--- src/rtl/register_5bit_serial_tx_pkg.sv ---
// Shared types and sizing helpers for the 5-bit serial transmitter.
// Holds the FSM state enum, the frame-length function and counter-width helpers.
package register_5bit_serial_tx_pkg;

  typedef enum logic [2:0] {
    IDLE  = 3'd0,
    START = 3'd1,
    DATA  = 3'd2,
    PAR   = 3'd3,
    STOP  = 3'd4
  } tx_state_e;

  localparam int DEF_WIDTH      = 5;
  localparam int DEF_BIT_CYCLES = 4;
  localparam int DEF_PARITY     = 1;

  // Frame length in bits: start + data + optional parity + stop.
  function automatic int frame_bits(input int width, input int parity);
    return 2 + width + parity;
  endfunction

  // Counter width for a modulo-n counter, never narrower than one bit.
  function automatic int cnt_width(input int n);
    return (n > 1) ? $clog2(n) : 1;
  endfunction

  localparam int DEF_CNT_W = cnt_width(DEF_BIT_CYCLES);

endpackage

--- src/rtl/register_5bit_serial_tx_if.sv ---
// Load/Ready handshake plus serial line and status for the transmitter.
// master = word producer side, slave = transmitter side.
interface register_5bit_serial_tx_if #(
  parameter int WIDTH = 5
);
  logic             Load;
  logic [WIDTH-1:0] inData;
  logic             SerialOut;
  logic             Ready;
  logic             Busy;
  logic             Done;

  modport master (
    output Load,
    output inData,
    input  SerialOut,
    input  Ready,
    input  Busy,
    input  Done
  );

  modport slave (
    input  Load,
    input  inData,
    output SerialOut,
    output Ready,
    output Busy,
    output Done
  );
endinterface

--- src/rtl/register_5bit_serial_tx_bit_timer.sv ---
// Bit-period divider: counts 0..BIT_CYCLES-1, tick_o high on the last cycle of each period.
// restart_i synchronously holds the count at zero so a new frame starts on a clean period.
module register_5bit_serial_tx_bit_timer
  import register_5bit_serial_tx_pkg::*;
#(
  parameter int BIT_CYCLES = 4
) (
  input  logic Clock,
  input  logic Clear_n,
  input  logic restart_i,
  output logic tick_o
);

  localparam int             CW   = cnt_width(BIT_CYCLES);
  localparam logic [CW-1:0]  LAST = CW'(BIT_CYCLES - 1);

  logic [CW-1:0] cnt_q;
  logic [CW-1:0] cnt_d;

  always_comb begin
    cnt_d = cnt_q + CW'(1);
    if (restart_i || (cnt_q == LAST)) begin
      cnt_d = '0;
    end
  end

  always_ff @(posedge Clock or negedge Clear_n) begin
    if (!Clear_n) begin
      cnt_q <= '0;
    end else begin
      cnt_q <= cnt_d;
    end
  end

  assign tick_o = (cnt_q == LAST);

endmodule

--- src/rtl/register_5bit_serial_tx.sv ---
// Parallel-in serial-out transmitter: start bit, data LSB first, optional even parity, stop bit.
// Every output is registered; the bit timer paces state changes, the FSM owns shift/parity state.
module register_5bit_serial_tx
  import register_5bit_serial_tx_pkg::*;
#(
  parameter int WIDTH      = DEF_WIDTH,
  parameter int BIT_CYCLES = DEF_BIT_CYCLES,
  parameter int PARITY     = DEF_PARITY
) (
  input  logic                      Clock,
  input  logic                      Clear_n,
  register_5bit_serial_tx_if.slave  bus
);

  localparam int            BIT_W    = cnt_width(WIDTH);
  localparam logic [BIT_W-1:0] LAST_BIT = BIT_W'(WIDTH - 1);

  tx_state_e        state_q;
  logic [WIDTH-1:0] shift_q;
  logic [WIDTH-1:0] shift_d;
  logic [BIT_W-1:0] bit_q;
  logic             par_q;
  logic             ser_q;
  logic             rdy_q;
  logic             busy_q;
  logic             done_q;
  logic             tick;

  // Timer is parked at zero while idle so START always gets a full bit period.
  register_5bit_serial_tx_bit_timer #(
    .BIT_CYCLES (BIT_CYCLES)
  ) u_bit_timer (
    .Clock     (Clock),
    .Clear_n   (Clear_n),
    .restart_i (state_q == IDLE),
    .tick_o    (tick)
  );

  assign shift_d = shift_q >> 1;

  always_ff @(posedge Clock or negedge Clear_n) begin
    if (!Clear_n) begin
      state_q <= IDLE;
      shift_q <= '0;
      bit_q   <= '0;
      par_q   <= 1'b0;
      ser_q   <= 1'b1;
      rdy_q   <= 1'b1;
      busy_q  <= 1'b0;
      done_q  <= 1'b0;
    end else begin
      done_q <= 1'b0;
      case (state_q)
        IDLE: begin
          ser_q  <= 1'b1;
          rdy_q  <= 1'b1;
          busy_q <= 1'b0;
          if (bus.Load) begin
            shift_q <= bus.inData;
            par_q   <= ^bus.inData;
            bit_q   <= '0;
            state_q <= START;
            ser_q   <= 1'b0;
            rdy_q   <= 1'b0;
            busy_q  <= 1'b1;
          end
        end
        START: begin
          if (tick) begin
            state_q <= DATA;
            ser_q   <= shift_q[0];
          end
        end
        DATA: begin
          if (tick) begin
            shift_q <= shift_d;
            if (bit_q == LAST_BIT) begin
              bit_q <= '0;
              if (PARITY != 0) begin
                state_q <= PAR;
                ser_q   <= par_q;
              end else begin
                state_q <= STOP;
                ser_q   <= 1'b1;
              end
            end else begin
              bit_q <= bit_q + BIT_W'(1);
              ser_q <= shift_d[0];
            end
          end
        end
        PAR: begin
          if (tick) begin
            state_q <= STOP;
            ser_q   <= 1'b1;
          end
        end
        STOP: begin
          if (tick) begin
            state_q <= IDLE;
            ser_q   <= 1'b1;
            rdy_q   <= 1'b1;
            busy_q  <= 1'b0;
            done_q  <= 1'b1;
          end
        end
        default: begin
          state_q <= IDLE;
          ser_q   <= 1'b1;
          rdy_q   <= 1'b1;
          busy_q  <= 1'b0;
        end
      endcase
    end
  end

  assign bus.SerialOut = ser_q;
  assign bus.Ready     = rdy_q;
  assign bus.Busy      = busy_q;
  assign bus.Done      = done_q;

endmodule

--- src/flat_wrapper.sv ---
// flat-port wrapper written by rule: the top's interface ports become plain ports
module register_5bit_serial_tx_flat import register_5bit_serial_tx_pkg::*;
#(
  parameter int WIDTH      = DEF_WIDTH,
  parameter int BIT_CYCLES = DEF_BIT_CYCLES,
  parameter int PARITY     = DEF_PARITY
)
  (Clock, Clear_n, bus_Load, bus_inData, bus_SerialOut, bus_Ready, bus_Busy, bus_Done);
  register_5bit_serial_tx_if #(.WIDTH(WIDTH)) bus_i ();
  input  logic Clock;
  input  logic Clear_n;
  input wire logic [$bits(bus_i.Load)-1:0] bus_Load;
  input wire logic [$bits(bus_i.inData)-1:0] bus_inData;
  output wire logic [$bits(bus_i.SerialOut)-1:0] bus_SerialOut;
  output wire logic [$bits(bus_i.Ready)-1:0] bus_Ready;
  output wire logic [$bits(bus_i.Busy)-1:0] bus_Busy;
  output wire logic [$bits(bus_i.Done)-1:0] bus_Done;
  assign bus_i.Load = bus_Load;
  assign bus_i.inData = bus_inData;
  assign bus_SerialOut = bus_i.SerialOut;
  assign bus_Ready = bus_i.Ready;
  assign bus_Busy = bus_i.Busy;
  assign bus_Done = bus_i.Done;
  register_5bit_serial_tx #(.WIDTH(WIDTH), .BIT_CYCLES(BIT_CYCLES), .PARITY(PARITY)) u_core (.Clock(Clock), .Clear_n(Clear_n), .bus(bus_i));
endmodule
--- config.mk ---
export PLATFORM = sky130hd
export DESIGN_NAME = register_5bit_serial_tx_flat
export DESIGN_NICKNAME = d
export VERILOG_FILES = /design/src/rtl/register_5bit_serial_tx_pkg.sv /design/src/rtl/register_5bit_serial_tx_if.sv /design/src/rtl/register_5bit_serial_tx_bit_timer.sv /design/src/rtl/register_5bit_serial_tx.sv /design/src/flat_wrapper.sv
export SDC_FILE = /design/constraint.sdc
export NUM_CORES = 1
export LEC_CHECK = 0
export CAP_MARGIN = 20
export CORE_AREA = 2 2 45 68
export DETAILED_ROUTE_END_ITERATION = 10
export DIE_AREA = 0 0 47 70
export HOLD_SLACK_MARGIN = 0.06
export SKIP_CTS_REPAIR_TIMING = 1
export SYNTH_ARGS = -nofsm -noshare
export SYNTH_HDL_FRONTEND = slang
export SYNTH_HIERARCHICAL = 1
export SYNTH_SLANG_ARGS = --single-unit
--- constraint.sdc ---
create_clock -name Clock -period 3.6 [get_ports Clock]
set_input_delay 0.72 -clock Clock [delete_from_list [all_inputs] [get_ports Clock]]
set_output_delay 0.72 -clock Clock [all_outputs]
set_load 0.01 [all_outputs]
; After elaboration in Yosys (flattened, before gate mapping)
; Index checks and enable logic that the tools add are counted.
[totals]
register_bits = 18
elab_cells = 63
in_bits = 8
output_inout_bits = 4
[op_classes]
add_sub_neg = 2
bitwise_logic = 1
mux = 27
n_eq_ne = 13
reduce_logical = 11
[op_table]
columns = cell, count
row1 = 3-bit two-way mux, 9
row2 = 3-bit one-hot mux with 5 select lines, 1
row3 = "2-bit by 1-bit inequality test with 1-bit output, second input constant", 6
row4 = 5-bit two-way mux, 2
row5 = 5-bit one-hot mux with 2 select lines, 1
row6 = 1-bit two-way mux, 9
row7 = "3-bit by 2-bit == test with 1-bit output, second input constant", 2
row8 = "3-bit == test, second input constant", 2
row9 = 1-bit one-hot mux with 3 select lines, 2
row10 = 3-bit one-hot mux with 2 select lines, 1
row11 = 3-bit AND reduction, 2
row12 = 6-bit AND reduction, 1
row13 = 5-bit XOR reduction, 1
row14 = 1-bit one-hot mux with 4 select lines, 1
row15 = 2-bit AND reduction, 2
row16 = "3-bit by 1-bit adder with 3-bit output, second input constant", 1
row17 = "3-bit by 1-bit == test with 1-bit output, second input constant", 1
row18 = 3-bit zero test, 1
row19 = 3-bit OR reduction, 1
row20 = "2-bit by 1-bit adder with 2-bit output, second input constant", 1
row21 = "2-bit == test, second input constant", 1
row22 = 2-bit two-way mux, 1
row23 = "2-bit inequality test, second input constant", 1
row24 = 2-bit nonzero test, 1
row25 = other kinds (3), 3

; Logic depth before layout (Yosys ltp)
; Gate-level depths: netlist of the first run.
[logic_depth]
ltp_word = 4
depth_mapped = 6
depth_no_buf = 5

; Cells and area by module
; Netlist of the first run, hierarchy kept.
[by_module_without_submodules]
columns = module, cells_per_inst, area_per_inst_um2, instances
row1 = register_5bit_serial_tx, 88, 952.2, 1
row2 = register_5bit_serial_tx_bit_timer, 5, 85.1, 1

; Worst setup path after synthesis of the first run
; Ideal clock, no wire load.
[synth_timing]
path_type = input port to flip-flop
from = input bus_inData[3]
to = register u_core.par_q
path_buffers = 0
t_arrival_ns = 1.461
t_required_ns = 3.475
path_slack_ns = 2.014
cell_stages = 3
setup_ns = 0.125
path_cell_list = xnor3_1 -> xnor2_1 -> mux2_2
[synth_via]
elab_chain_len = 1
[synth_rtl]
columns = element, line_no
row1 = "start, declared", flat_wrapper.sv:13  ; input wire logic [$bits(bus_i.inData)-1:0] bus_inData;
row2 = 5-bit XOR reduction, register_5bit_serial_tx.sv:60  ; par_q <= ^bus.inData;
row3 = "end signal, assigned", register_5bit_serial_tx.sv:60
row4 = "end, declared", register_5bit_serial_tx.sv:22  ; logic par_q;
; Every way passes these cells.
; A chain may end at the register's enable or synchronous reset.

; Final worst setup path of the first run
[layout_timing]
from = register u_core.ser_q (netlist: u_core/bus.SerialOut)
to = output bus_SerialOut
[layout_lines]
columns = element, line_no
row1 = "start, declared", register_5bit_serial_tx.sv:23  ; logic ser_q;
row2 = "start signal, assigned", register_5bit_serial_tx.sv:71  ; ser_q <= shift_q[0];
row3 = "start signal, assigned", register_5bit_serial_tx.sv:81  ; ser_q <= par_q;
row4 = "start signal, assigned", register_5bit_serial_tx.sv:88  ; ser_q <= shift_d[0];
row5 = "end, declared", flat_wrapper.sv:14  ; output wire logic [$bits(bus_i.SerialOut)-1:0] bus_SerialOut;
; No word-level cell between the ends.

==> Implementation_results.wiki, run 1 <==
{| class="wikitable"
! Metric !! Value
|-
| Outcome || completed
|-
| Tcrit/Tclk final || 0.572
|-
| Avg WL per Cell || 13.8 um
|-
| Cell-internal power || 585 uW
|-
| Final weighted congestion in routability-driven placement || 0.783
|-
| Setup WS post-layout || 1540 ps
|-
| Num CTS Buffers || 3
|-
| Total routing usage reported by global routing || 0.134
|-
| Starting DRT DRC Count || 23
|-
| Worst setup slack after placement || 1410 ps
|-
| Adder-Cell Fraction of Synth Area || 0.0362
|-
| Main combinational cell family by area after synthesis || simple AND/OR/NAND/NOR gates
|-
| Total nets after synthesis || 104
|-
| Sort of element at the start of the critical path || register
|-
| CP Class || register to primary output
|-
| Via count of the first global-routing pass || 686
|-
| Final TNS setup || 0 ps
|-
| Post-synthesis mux area share || 0.136
|-
| CTS clk-pin slew, worst paths || 70 ps
|-
| Number of flops mapped to enable cells by yosys || 0
|-
| Number of I/O port buffers || 11
|-
| CTS root buffer || sky130_fd_sc_hd__clkbuf_8
|-
| Areal power density over the cells || 763 mW/mm2
|-
| Area delta synth->final || 16.5%
|-
| Cell types with the largest area share after synthesis || sky130_fd_sc_hd__dfrtp_1, sky130_fd_sc_hd__mux2_2, sky130_fd_sc_hd__dfstp_2
|-
| Flop and latch count out of synthesis || 18
|-
| Comb pwr share || 0.392
|-
| Highest-delay cell along the critical path || sky130_fd_sc_hd__dfstp_2
|-
| Core Region || 0.00276 mm2
|-
| Highest Clock Rate || 0.485 GHz
|-
| Hold WS || 469 ps
|-
| Post-placement cell count || 137
|-
| Buffers from clock root to sink, at most || 2
|-
| Netlist area before placement || 0.00104 mm2
|-
| Final-report hold violation count || 0
|-
| Share of the synthesized area in the top cell type || 0.386
|-
| Syn_area_per_cell || 11.2 um2
|-
| Floorplan die area || 0.00329 mm2
|-
| Net switching fraction of the power || 0.365
|-
| Endpoints failing setup || 0
|-
| Initial Utilization || 0.375
|-
| Filler cells || 290
|-
| Final worst path period need || 2060 ps
|-
| TritonCTS clock tree || built
|-
| Floorplan row count || 24
|-
| Worst path bufs/invs || 1
|-
| Die width || 47 um
|-
| Type of destination of the critical path || primary output
|-
| First-pass DRT Iterations || 4
|-
| First-pass GRT wire length || 3250 um
|-
| Async set-reset flop share out of synthesis || 1.00
|-
| Number of cells in the finished layout apart from fillers || 141
|-
| Share of power burned in registers || 0.427
|-
| Largest delay contributor family on the critical path || flip-flops
|-
| Compound-gate portion of the synthesized area || 0.0989
|-
| Clock sink total || 18
|-
| Worst VDD drop || 0.000399 V
|-
| Number of antenna cells inserted || 0
|-
| RSZ-0062 raised after global routing || false
|-
| Antenna violations before repair || 0
|-
| CP Cell Sequence || clkdlybuf4s50_1
|-
| Top-count cell post-synth || sky130_fd_sc_hd__dfrtp_1
|-
| Fraction of final layout cells with drive strength greater than 1 || 0.157
|-
| Worst clock skew on the final layout || 3.43 ps
|-
| Worst max-slew margin expressed relative to the limit || 0.454
|-
| Yosys warning total || 6
|-
| Register-to-register setup slack || 1650 ps
|-
| Syn Inst Count || 93
|-
| Via/cell ratio || 5.14
|-
| Final WL || 1950 um
|-
| Die Ht || 70 um
|-
| Post-route cell area || 0.00121 mm2
|-
| Via count of the routed design || 725
|-
| Sequential fraction of the synthesis area || 0.437
|-
| Required arrival time at the worst endpoint || 2880 ps
|-
| Crit-path max cell delay || 550 ps
|-
| Static power due to leakage || 0.489 nW
|-
| Worst min-delay path category || register to register
|-
| WP data arrival || 1340 ps
|-
| Residual DRC || 0
|-
| Final HPWL DP || 1350 um
|-
| Number of nets in the final layout || 114
|-
| Simple-gate area share of the yosys netlist || 0.193
|-
| Biggest area consumer among synthesized cells || sky130_fd_sc_hd__dfrtp_1
|-
| Antenna Nets Post-Route || 0
|-
| Max-slew violation total from the final report || 0
|-
| Post-synthesis xor/xnor area fraction || 0.0470
|-
| Number of top-level pins || 12
|-
| Number of max-cap violations || 0
|-
| Most numerous cell types in the synthesized netlist || sky130_fd_sc_hd__dfrtp_1, sky130_fd_sc_hd__mux2_2, sky130_fd_sc_hd__nand4_1, sky130_fd_sc_hd__nor2_1, sky130_fd_sc_hd__o21ai_0
|-
| Switching pwr || 336 uW
|-
| Insertion delay to the later sink of the worst-skew pair || 250 ps
|-
| Netlist cell types || 35
|-
| Part of the power in the clock network || 0.181
|-
| Post-place instance area || 0.00115 mm2
|-
| Transition time of the tightest slew-check pin || 816 ps
|-
| Global-route congestion overflow total || 0
|-
| Maximum level of the CTS H-tree || 1
|-
| Pin count of the biggest net entering global routing || 20
|-
| Top FF cell, synth || sky130_fd_sc_hd__dfrtp_1
|-
| Crit path max fanout || 4
|}
==> routing by layer <==
layer,wire length (um),track usage
met1,905,0.188
met2,951,0.196
met3,58,0.0258
met4,31,0.0556
met5,0,0
==> power groups by stage <==
| stage | registers [mW] | logic, mW | clock network, mW |
|---|---|---|---|
| floorplan | 0.348 | 0.327 | 0 |
| global placement | 0.392 | 0.353 | 0 |
| detailed placement | 0.394 | 0.363 | 0 |
| CTS | 0.391 | 0.366 | 0.171 |
| global route | 0.406 | 0.405 | 0.183 |
| finish | 0.394 | 0.361 | 0.167 |
==> placed cells by master (no fill, tap or decap), drive strengths merged, types with 2 or more instances in the layout <==
cell type,netlist,routed
clkdlybuf4s50,0,11
clkbuf,0,4
dfrtp,16,16
nand4b,2,2
a21oi,4,4
o21ai,5,5
nand2,3,3
dfstp,2,2
a221oi,2,2
mux2,9,9
inv,3,3
ha,3,3
nor3b,2,2
mux2i,4,4
nand2b,3,3
nor3,4,4
xnor2,2,2
nor2,6,6
nand4,5,5
==> worst paths after layout <==
| check | start | to | cells after the start |
|---|---|---|---|
| worst max-delay path | u_core/bus.SerialOut | bus_SerialOut | 1 |
| worst min-delay path | u_core/u_bit_timer/cnt_q[0] | u_core/u_bit_timer/cnt_q[0] | 1 |
| worst max register to register | u_core/u_bit_timer/cnt_q[0] | u_core/shift_q[0] | 4 |
| worst min register to register | u_core/u_bit_timer/cnt_q[0] | u_core/u_bit_timer/cnt_q[0] | 1 |
| max in group asynchronous | Clear_n | u_core/par_q | 1 |
| min in group asynchronous | Clear_n | u_core/bit_q[2] | 1 |
==> flip-flops by register name, summed over array words and instances (netlist names) <==
signal,cells
u_core/u_bit_timer/cnt_q,2
u_core/shift_q,5
u_core/state_q,3
u_core/bus.Ready,1
u_core/bus.Done,1
u_core/bit_q,3
u_core/par_q,1
u_core/bus.Busy,1
u_core/bus.SerialOut,1
==> final cells by class <==
cell class                      instances  area [um2]  area share
Multi-Input combinational cell         66         531       0.439
Sequential cell                        18         453       0.375
Timing Repair Buffer                   11         110      0.0911
Clock buffer                            4        55.1      0.0455
Tap cell                               39        48.8      0.0404
Inverter                                3        11.3     0.00932
==> stage by stage <==
step / power (mW) / util
after floorplan: 0.674 / -
after global placement: 0.745 / 0.418
after detailed placement: 0.758 / 0.418
after CTS: 0.928 / 0.438
after global routing: 0.993 / 0.438
final: 0.922 / 0.438
==> kinds of logic after synthesis <==
group           count (synthesis)
simple gates                   30
xor+xnor                        4
buf+inv                         9
mux                            13
compound gates                 16
flops                          18
fa+ha+maj                       3
(Power assumes the default switching activity.)
==> run 2: changes to the inputs <==
clock period = 1.85 ns   (was 3.6 ns; I/O delays follow)
==> Implementation_results.wiki, run 2 (same netlist as run 1, synthesis figures left out) <==
{| class="wikitable"
! Metric !! Value
|-
| Final HPWL DP || 1470 um (+8.8%)
|-
| Number of flip-flops in the largest register || 5 (unchanged)
|-
| Number of top-level pins || 12 (unchanged)
|-
| Number of antenna cells inserted || 0 (unchanged)
|-
| CTS clk-pin slew, worst paths || 70 ps (about the same)
|-
| Max-slew violation total from the final report || 0 (unchanged)
|-
| Register-to-register setup slack || 290 ps (-1360 ps)
|-
| Final weighted congestion in routability-driven placement || 0.821 (+4.8%)
|-
| Die Ht || 70 um (unchanged)
|-
| Transition time of the tightest slew-check pin || 391 ps (-425 ps)
|-
| PnR Total Power || 1.84 mW (+100%)
|-
| Areal power density over the cells || 1470 mW/mm2 (+93%)
|-
| Crit path max fanout || 4 (unchanged)
|-
| Highest Clock Rate || 0.584 GHz
|-
| Final worst path period need || 1710 ps
|-
| Floorplan row count || 24 (unchanged)
|-
| Worst path bufs/invs || 1 (unchanged)
|-
| Number of nets in the final layout || 120 (+5.3%)
|-
| Starting DRT DRC Count || 20 (-13%)
|-
| Register containing the most flip-flops in the final layout || u_core/shift_q
|-
| Setup WS post-layout || 137 ps (-1400 ps)
|-
| Final TNS setup || 0 ps (unchanged)
|-
| Insertion delay to the later sink of the worst-skew pair || 260 ps (about the same)
|-
| Maximum level of the CTS H-tree || 1 (unchanged)
|-
| Worst VDD drop || 0.000760 V (+91%)
|-
| Most frequent standard cell in the layout excluding fill and tap cells || sky130_fd_sc_hd__dfrtp_1
|-
| Endpoints failing setup || 0 (unchanged)
|-
| Floorplan die area || 0.00329 mm2 (unchanged)
|-
| Num CTS Buffers || 3 (unchanged)
|-
| RSZ-0062 raised after global routing || false
|-
| Tcrit/Tclk final || 0.926
|-
| First-pass DRT Iterations || 4 (unchanged)
|-
| Global-route congestion overflow total || 0 (unchanged)
|-
| Residual DRC || 0 (unchanged)
|-
| CP Class || register to primary output
|-
| Total routing usage reported by global routing || 0.149 (+0.0147)
|-
| Core Region || 0.00276 mm2 (unchanged)
|-
| Worst max-slew margin expressed relative to the limit || 0.732 (+0.277)
|-
| Largest delay contributor family on the critical path || flip-flops
|-
| Avg WL per Cell || 13.6 um (-1.2%)
|-
| Sort of element at the start of the critical path || register
|-
| Pin count of the biggest net entering global routing || 19 (-5.0%)
|-
| Highest-delay cell along the critical path || sky130_fd_sc_hd__dfstp_2
|-
| Via count of the first global-routing pass || 785 (+14%)
|-
| Initial Utilization || 0.375 (unchanged)
|-
| Outcome || completed
|-
| Number of I/O port buffers || 11 (unchanged)
|-
| Via count of the routed design || 765 (+5.5%)
|-
| Most frequent cells in the layout || sky130_fd_sc_hd__dfrtp_1, sky130_fd_sc_hd__clkdlybuf4s50_1, sky130_fd_sc_hd__buf_4
|-
| Largest registers || u_core/shift_q (5), u_core/bit_q (3), u_core/state_q (3)
|-
| Required arrival time at the worst endpoint || 1480 ps (-1400 ps)
|-
| First-pass GRT wire length || 3530 um (+8.5%)
|-
| Hold WS || 444 ps (-24.6 ps)
|-
| Fraction of final layout cells with drive strength greater than 1 || 0.204 (+0.0468)
|-
| Worst clock skew on the final layout || 0.631 ps (-2.80 ps)
|-
| Antenna violations before repair || 0 (unchanged)
|-
| Type of destination of the critical path || primary output
|-
| Worst setup slack after placement || 48.9 ps (-1360 ps)
|-
| Crit-path max cell delay || 550 ps (about the same)
|-
| Number of max-cap violations || 0 (unchanged)
|-
| Die width || 47 um (unchanged)
|-
| Antenna Nets Post-Route || 0 (unchanged)
|-
| Post-Route Utilization || 0.454 (+0.0163)
|-
| TritonCTS clock tree || built
|-
| Worst min-delay path category || input pin to asynchronous set/reset pin
|-
| CP Cell Sequence || clkdlybuf4s50_1
|-
| Static power due to leakage || 0.519 nW (+6.1%)
|-
| Final-report hold violation count || 0 (unchanged)
|-
| Clock sink total || 18 (unchanged)
|-
| Buffers from clock root to sink, at most || 2 (unchanged)
|-
| WP data arrival || 1340 ps (about the same)
|-
| Via/cell ratio || 5.20 (+1.2%)
|-
| Final WL || 2010 um (+3.0%)
|-
| CTS root buffer || sky130_fd_sc_hd__clkbuf_8
|-
| Area delta synth->final || 20.9%
|}
## run 2: cell types whose count changed in the layout (fill, tap and decap cells not counted), sizes merged
cell  before  now
buf        0    6
## run 2: layer usage
metal  vias to the layer above  track usage  part of all wire  wire [um]
met3                         2       0.0336             0.029         58
met4                         0       0.0772             0.010         21
met2                        13        0.234              0.52       1040
met5                         -            0                 0          0
li1                        367            -                 -          -
met1                       383        0.180              0.44        887
## run 2: worst register-to-register path: cells and delay by family (launching register included)
kind                   cells  cell delay [ps]
AND/OR/NAND/NOR            2              370
multiplexers               1              370
buffers and inverters      1              210
flip-flops                 1              490
## run 2: worst paths after layout
path / start / end / cells past startpoint
max reg2reg: u_core/state_q[2] / u_core/par_q / 4
max in group asynchronous: Clear_n / u_core/bus.SerialOut / 2
min: Clear_n / u_core/bit_q[2] / 2
min reg2reg: u_core/u_bit_timer/cnt_q[0] / u_core/u_bit_timer/cnt_q[0] / 1
max: u_core/bus.SerialOut / bus_SerialOut / 1
min in group Clock: u_core/u_bit_timer/cnt_q[0] / u_core/u_bit_timer/cnt_q[0] / 1
## run 2: final cells by class
type / instances / area [um2]
Fill cell: 284 / 1510
Multi-Input combinational cell: 66 / 531
Inverter: 3 / 11.3
Timing Repair Buffer: 17 / 155
Clock buffer: 4 / 55.1
Tap cell: 39 / 48.8
Sequential cell: 18 / 453
## run 2: where the power goes
group	internal, mW	switching [mW]	leakage (nW)
Clock	0.189	0.141	0.0288
Combinational	0.421	0.404	0.267
Sequential	0.569	0.119	0.222
Total	1.18	0.664	0.519
## run 2: metrics by stage
step | instance area (um2) | cells
6_report | 1250 | 147
5_1_grt | 1250 | 147
3_3_place_gp | 1200 | 143
2_1_floorplan | 1040 | 93
4_1_cts | 1250 | 147
3_5_place_dp | 1200 | 143
==> run 3: changes to the inputs <==
PLACE_DENSITY_LB_ADDON = 0.2   (was default)
==> Implementation_results.wiki, run 3 (same netlist as run 1, synthesis figures left out) <==
{| class="wikitable"
! Metric !! Value
|-
| Register containing the most flip-flops in the final layout || u_core/shift_q
|-
| Floorplan row count || 24 (unchanged)
|-
| Max-slew violation total from the final report || 0 (unchanged)
|-
| WP data arrival || 1340 ps (about the same)
|-
| Reg-to-reg startpoint || u_core/state_q[2]
|-
| CP Cell Sequence || clkdlybuf4s50_1
|-
| Largest registers || u_core/shift_q (5), u_core/bit_q (3), u_core/state_q (3)
|-
| Required arrival time at the worst endpoint || 1480 ps (about the same)
|-
| Global-route congestion overflow total || 0 (unchanged)
|-
| Endpoints failing setup || 0 (unchanged)
|-
| Most frequent standard cell in the layout excluding fill and tap cells || sky130_fd_sc_hd__dfrtp_1
|-
| Residual DRC || 0 (unchanged)
|-
| Setup WS post-layout || 137 ps (+0.142 ps)
|-
| First-pass DRT Iterations || 4 (unchanged)
|-
| Num CTS Buffers || 3 (unchanged)
|-
| Floorplan die area || 0.00329 mm2 (unchanged)
|-
| Antenna Nets Post-Route || 0 (unchanged)
|-
| Worst path bufs/invs || 1 (unchanged)
|-
| Crit path max fanout || 4 (unchanged)
|-
| First-pass GRT wire length || 3480 um (-1.2%)
|-
| Via count of the routed design || 765 (unchanged)
|-
| Sort of element at the start of the critical path || register
|-
| Crit-path max cell delay || 560 ps (about the same)
|-
| Net switching fraction of the power || 0.361 (+0.000839)
|-
| CP Class || register to primary output
|-
| Switching pwr || 665 uW (+0.23%)
|-
| Crit path launch || u_core/bus.SerialOut
|-
| Number of flip-flops in the largest register || 5 (unchanged)
|-
| Outcome || completed
|-
| Comb pwr share || 0.445 (-0.002)
|-
| Total routing usage reported by global routing || 0.144 (-0.00487)
|-
| Most frequent cells in the layout || sky130_fd_sc_hd__dfrtp_1, sky130_fd_sc_hd__clkdlybuf4s50_1, sky130_fd_sc_hd__buf_4
|-
| Highest Clock Rate || 0.584 GHz (about the same)
|-
| Largest delay contributor family on the critical path || flip-flops
|-
| Area delta synth->final || 20.9% (unchanged)
|-
| Final weighted congestion in routability-driven placement || 0.720 (-12%)
|-
| CTS root buffer || sky130_fd_sc_hd__clkbuf_8
|-
| Worst clock skew on the final layout || 2.29 ps (+1.66 ps)
|-
| Number of antenna cells inserted || 0 (unchanged)
|-
| Via count of the first global-routing pass || 744 (-5.2%)
|-
| Die width || 47 um (unchanged)
|-
| TritonCTS clock tree || built
|-
| Final HPWL DP || 1490 um (+1.8%)
|-
| Number of max-cap violations || 0 (unchanged)
|-
| Highest-delay cell along the critical path || sky130_fd_sc_hd__dfstp_2
|-
| Die Ht || 70 um (unchanged)
|-
| Worst VDD drop || 0.000847 V (+11%)
|-
| Via/cell ratio || 5.20 (unchanged)
|-
| Endpoint of the lowest-slack register-to-register path || u_core/par_q
|-
| Fraction of final layout cells with drive strength greater than 1 || 0.204 (unchanged)
|-
| Pin count of the biggest net entering global routing || 19 (unchanged)
|-
| RSZ-0062 raised after global routing || false
|-
| Register-to-register setup slack || 300 ps (about the same)
|-
| Part of the power in the clock network || 0.175 (-0.004)
|-
| Tcrit/Tclk final || 0.926 (about the same)
|-
| Setup crit end || bus_SerialOut
|-
| Worst Reg-to-Reg Cells || 4 (unchanged)
|-
| Static power due to leakage || 0.519 nW (unchanged)
|-
| Areal power density over the cells || 1470 mW/mm2 (about the same)
|-
| Clock sink total || 18 (unchanged)
|-
| Worst setup slack after placement || 69.9 ps (+21.0 ps)
|-
| Number of nets in the final layout || 120 (unchanged)
|-
| Cell-internal power || 1.18 mW (-0.14%)
|-
| Worst min-delay path category || input pin to asynchronous set/reset pin
|-
| Number of top-level pins || 12 (unchanged)
|-
| Share of power burned in registers || 0.380 (+0.006)
|-
| Final WL || 2050 um (+2.3%)
|-
| Maximum level of the CTS H-tree || 1 (unchanged)
|-
| Core Region || 0.00276 mm2 (unchanged)
|-
| Final TNS setup || 0 ps (unchanged)
|-
| Final worst path period need || 1710 ps (-0.142 ps)
|-
| Stages on the worst setup path || 1 (unchanged)
|-
| Type of destination of the critical path || primary output
|-
| CTS clk-pin slew, worst paths || 70 ps (about the same)
|-
| Buffers from clock root to sink, at most || 2 (unchanged)
|-
| Avg WL per Cell || 14.0 um (+2.3%)
|-
| Transition time of the tightest slew-check pin || 392 ps (+0.715 ps)
|-
| Final-report hold violation count || 0 (unchanged)
|-
| Worst max-slew margin expressed relative to the limit || 0.731 (about the same)
|-
| Antenna violations before repair || 0 (unchanged)
|-
| Initial Utilization || 0.375 (unchanged)
|-
| Starting DRT DRC Count || 17 (-15%)
|-
| Number of I/O port buffers || 11 (unchanged)
|-
| Insertion delay to the later sink of the worst-skew pair || 250 ps (about the same)
|}
## run 3: cell counts in the layout (fill, tap and decap cells not counted)
No cell type changed its count.
## run 3: final cells by class
class	instances	area, um2
inverters	3	11.3
fillers	274	1510
repair buffers	17	155
flip-flops and latches	18	453
clock buffers	4	55.1
well taps	39	48.8
multi-input cells	66	531
## run 3: power groups by stage
| stage | registers (mW) | clock network [mW] | logic, mW |
|---|---|---|---|
| after global routing | 0.723 | 0.354 | 0.919 |
| after floorplan | 0.676 | 0 | 0.636 |
| after detailed placement | 0.708 | 0 | 0.821 |
| after global placement | 0.705 | 0 | 0.806 |
| final | 0.700 | 0.323 | 0.821 |
| after CTS | 0.702 | 0.329 | 0.823 |
## run 3: worst min-delay path by stage
stage | depth (start not counted) | startpoint | endpoint
after floorplan | 0 | Clear_n | u_core/bit_q[0]
after global placement | 1 | u_core/u_bit_timer/cnt_q[0] | u_core/u_bit_timer/cnt_q[0]
after detailed placement | 1 | u_core/u_bit_timer/cnt_q[0] | u_core/u_bit_timer/cnt_q[0]
after CTS | 2 | Clear_n | u_core/bit_q[0]
after global routing | 1 | u_core/u_bit_timer/cnt_q[0] | u_core/u_bit_timer/cnt_q[0]
final | 2 | Clear_n | u_core/bit_q[2]
## run 3: routing by layer
layer,global-route usage,vias up,part of all wire
li1,-,371,-
met1,0.195,378,0.43
met2,0.222,14,0.52
met3,0.0233,2,0.040
met4,0.0556,0,0.0093
met5,0,-,0
## run 3: metrics by stage
step	instances	util	area [um2]	hold WS, ps	total power, mW
finish	147	0.454	1250	448	1.84
global route	147	0.454	1250	460	2.00
CTS	147	0.454	1250	457	1.85
detailed placement	143	0.434	1200	443	1.53
global placement	143	0.434	1200	444	1.51
floorplan	93	-	1040	74.4	1.31
==> variant 1, RTL diff (flow settings as in run 3) <==
The package constant `DEF_BIT_CYCLES` goes from 4 to 2.
--- a/src/rtl/register_5bit_serial_tx_pkg.sv
+++ b/src/rtl/register_5bit_serial_tx_pkg.sv
@@ -11,7 +11,7 @@
   } tx_state_e;
 
   localparam int DEF_WIDTH      = 5;
-  localparam int DEF_BIT_CYCLES = 4;
+  localparam int DEF_BIT_CYCLES = 2;
   localparam int DEF_PARITY     = 1;
 
   // Frame length in bits: start + data + optional parity + stop.
Function: changed (a bounded check fails within 4 cycles, from zero or initial values).
==> variant 1 against run 3 <==
Power rose by 4.4%; synthesized cell count decreased by 3.2%; utilization down 2.1 points; setup slack better by 11 ps; worst hold slack worse by 1.0 ps; first-iteration DRC count up 94%; final area decreased by 4.6%; area after synthesis fell by 5.4%; routed wire length fell by 5.3%; sequential cell count fell by 1; clock power down 15%.
==> variant 1: results (changes against run 3) <==
status=complete, no violations (unchanged); ranking of synthesized cells by area=dfrtp_1, mux2_2, dfstp_2, mux2_1, mux2i_1 (unchanged); placed cell areas=1150 µm² (was 1199 µm²); xor/xnor share of the synthesized area=4.974% (was 4.704%); reg-to-reg slack, setup=310 ps; Total GRT Usage=13.65% (was 14.38%); Fin Clk Skew=2.004 ps (was 2.288 ps); register area=427.9 µm² (was 452.9 µm²); Cell Count Post-Placement=141 (was 143); fin nets=117 (was 120); DR vias=728 (was 765); top cells by count, synth=dfrtp_1, nor2_1, mux2_2, nand4_1, o21ai_0 (was dfrtp_1, mux2_2, nand4_1, nor2_1, o21ai_0); Sw Share=38.13% (was 36.10%); Post-DP HPWL=1423 µm (was 1495 µm); global-route wire length before repair=3381 µm (was 3484 µm); pre-CTS WS=92.84 ps (was 69.86 ps); post-synthesis sequential area ratio=43.62% (was 43.67%); # fillers=294 (was 274); Synth Instances=90 (was 93); largest net degree at the start of global routing=18 (was 19); drt total wl=1944 µm (was 2052 µm); vias in the first global route=745 (was 744); Post-synth ARST share=100.0% (unchanged); Hold WS=447.3 ps (was 448.3 ps); starting DRC count in detailed routing=33 (was 17); Leak=0.5003 nW (was 0.5186 nW); worst r2r src=u_core/state_q[0] (was u_core/state_q[2]); layout cells sized above 1=19.81% (was 20.37%); compound-cell area share of the yosys netlist=10.46% (was 9.891%); worst r2r dst=u_core/shift_q[2] (was u_core/par_q); mux contribution to synthesized area=14.41% (was 13.63%); Adder-Cell Fraction of Synth Area=2.551% (was 3.619%); Rel. slew slack=78.05% (was 73.13%); post-synthesis net count=100 (was 104); via/cell ratio=5.021 (was 5.204); RePlAce Congestion=0.7288 (was 0.7199); Yosys cell types=33 (was 35); critical path's slowest cell=dfstp_2 (unchanged); Worst VDD drop=0.0007178 V (was 0.0008472 V)
==> variant 1: kinds of logic (layout without fill, tap and decap cells) <==
family / after synthesis / after routing
compound gates: 16 / 16
xor+xnor: 4 / 4
fa+ha+maj: 2 / 2
buf+inv: 9 / 25
flops: 17 / 17
mux: 13 / 13
simple gates: 29 / 29
==> variant 1: worst max-delay path by stage <==
stage / from / to / depth (start not counted) / slack (ps)
floorplan: u_core/state_q[0] / u_core/shift_q[0] / 4 / 420
global placement: bus_inData[3] / u_core/par_q / 4 / 80
detailed placement: bus_inData[3] / u_core/par_q / 4 / 90
CTS: u_core/bus.SerialOut / bus_SerialOut / 1 / 140
global route: u_core/bus.SerialOut / bus_SerialOut / 1 / 100
finish: u_core/bus.SerialOut / bus_SerialOut / 1 / 150
==> variant 1: layout make-up <==
class                           instances  share of cell area [%]
Multi-Input combinational cell         64                   41.74
Sequential cell                        17                   35.77
Timing Repair Buffer                   18                   13.60
Tap cell                               39                   4.079
Clock buffer                            3                   3.452
Inverter                                3                  0.9414
Clock inverter                          1                  0.4184
==> variant 1: worst register-to-register path: cells and delay by family, from the launching register on <==
kind	cells	cell delay [ps]
muxes	2	600
and+or+nand+nor	1	330
DFF	1	490
==> variant 1: power groups by stage <==
stage / Sequential [mW] / Clock [mW] / Combinational, mW
final: 0.697 / 0.276 / 0.950
after global routing: 0.730 / 0.302 / 1.06
after CTS: 0.699 / 0.285 / 0.960
after detailed placement: 0.707 / 0 / 0.953
after global placement: 0.700 / 0 / 0.942
after floorplan: 0.665 / 0 / 0.744
==> variant 1: layer usage <==
metal	wire length, µm	track usage (%)	part of all wire, %
met4	25	5.247	1.3
met2	974	22.07	50
met3	59	2.842	3.0
met1	884	17.02	45
met5	0	0	0
==> variant 2, RTL diff (settings of run 3) <==
Without the edit above. Re-encode `tx_state_e` (5 states) as Gray code, 3 bits wide.
--- a/src/rtl/register_5bit_serial_tx_pkg.sv
+++ b/src/rtl/register_5bit_serial_tx_pkg.sv
@@ -3,11 +3,11 @@
 package register_5bit_serial_tx_pkg;
 
   typedef enum logic [2:0] {
-    IDLE  = 3'd0,
-    START = 3'd1,
-    DATA  = 3'd2,
-    PAR   = 3'd3,
-    STOP  = 3'd4
+    IDLE  = 3'b000,
+    START = 3'b001,
+    DATA  = 3'b011,
+    PAR   = 3'b010,
+    STOP  = 3'b110
   } tx_state_e;
 
   localparam int DEF_WIDTH      = 5;
Behaviour: no difference found for any inputs over 10 cycles, from zero or initial values; not proved beyond that.
==> variant 2 against run 3 <==
Utilization decreased by 1.1 points; critical path depth increased by 3; sequential power decreased by 4.7%; clock power increased by 3%; power decreased by 7.8%; routed wire length decreased by 8.8%; final area decreased by 2.4%; synthesized cell count decreased by 5.4%; area after synthesis decreased by 6.2%; setup slack got worse by 33 ps; clock skew increased by 0.85 ps; sequential cell count unchanged; register-to-register slack got worse by 90 ps; critical path type is now input pin to flop; highest routed layer unchanged.
==> variant 2: results (changes against run 3) <==
Cell Count Post-Placement=142 (was 143); Yosys cell types=37 (was 35); Rel. slew slack=73.61% (was 73.13%); Fin Clk Skew=3.134 ps (was 2.288 ps); post-synthesis net count=99 (was 104); via/cell ratio=4.767 (was 5.204); status=complete, no violations (unchanged); Overflow after GRT=0 (unchanged); DR vias=696 (was 765); arrival time worst endpoint=1890 ps (was 1340 ps); top cells by count, synth=dfrtp_1, mux2_2, inv_1, nand2_1, nor2_1 (was dfrtp_1, mux2_2, nand4_1, nor2_1, o21ai_0); fin nets=119 (was 120); placed cell areas=1169 µm² (was 1199 µm²); global-route wire length before repair=3167 µm (was 3484 µm); Leak=0.5399 nW (was 0.5186 nW); CTS H-Tree Depth=1 (unchanged); starting DRC count in detailed routing=1 (was 17); critical path peak fanout=7 (was 4); Worst VDD drop=0.0005697 V (was 0.0008472 V); Synth Instances=88 (was 93); Avg WL per Cell=12.82 µm (was 13.96 µm); Total GRT Usage=13.18% (was 14.38%); RePlAce Congestion=0.7923 (was 0.7199); ranking of synthesized cells by area=dfrtp_1, mux2_2, dfstp_2, ha_1, inv_1 (was dfrtp_1, mux2_2, dfstp_2, mux2_1, mux2i_1); layout cells sized above 1=26.17% (was 20.37%); Post-DP HPWL=1358 µm (was 1495 µm); Pre-antenna DRT Iters=2 (was 4); pre-CTS WS=-158.1 ps (was 69.86 ps); post-synthesis sequential area ratio=46.53% (was 43.67%); worst min path class=input pin to asynchronous set/reset pin (unchanged); worst-case clock buffer depth=2 (unchanged)
==> variant 2: power by group <==
part	internal (mW)	total [mW]	switching, mW
sequential	0.563	0.667	0.104
clock	0.189	0.334	0.144
combinational	0.382	0.699	0.318
total	1.13	1.70	0.566
==> variant 2: cells by family after synthesis <==
group | synth area share, %
flops | 46.53
fa+ha+maj | 3.856
xor+xnor | 5.013
buf+inv | 5.142
simple gates | 15.30
mux | 12.60
compound gates | 11.57
==> variant 2: cell type report <==
class	count	area, µm²
repair buffers	19	170.2
flip-flops and latches	18	452.9
multi-input cells	59	470.5
well taps	39	48.80
inverters	7	26.28
clock buffers	4	55.05
fillers	288	1539
==> variant 2: worst paths after layout <==
check | start | to | cells past startpoint | slack, ps
min in group Clock | u_core/u_bit_timer/cnt_q[0] | u_core/u_bit_timer/cnt_q[0] | 1 | 460
worst min register to register | u_core/u_bit_timer/cnt_q[0] | u_core/u_bit_timer/cnt_q[0] | 1 | 460
max in group asynchronous | Clear_n | u_core/bus.Ready | 2 | 1150
worst min-delay path | Clear_n | u_core/bit_q[2] | 2 | 440
worst max-delay path | bus_Load | u_core/shift_q[1] | 4 | 100
worst max register to register | u_core/state_q[0] | u_core/shift_q[1] | 3 | 210
==> variant 2: critical path, cell delays in order <==
cell	delay (ps)
clkdlybuf4s50_1	480
or3b_4	400
a21oi_4	260
mux2_2	370
==> variant 2: routing by layer <==
| layer | up-vias | wire [µm] | GRT usage (%) |
|---|---|---|---|
| met2 | 15 | 906 | 19.94 |
| met3 | 5 | 61 | 2.326 |
| met5 | - | 0 | 0 |
| met4 | 0 | 46 | 7.407 |
| li1 | 341 | - | - |
| met1 | 335 | 857 | 16.94 |
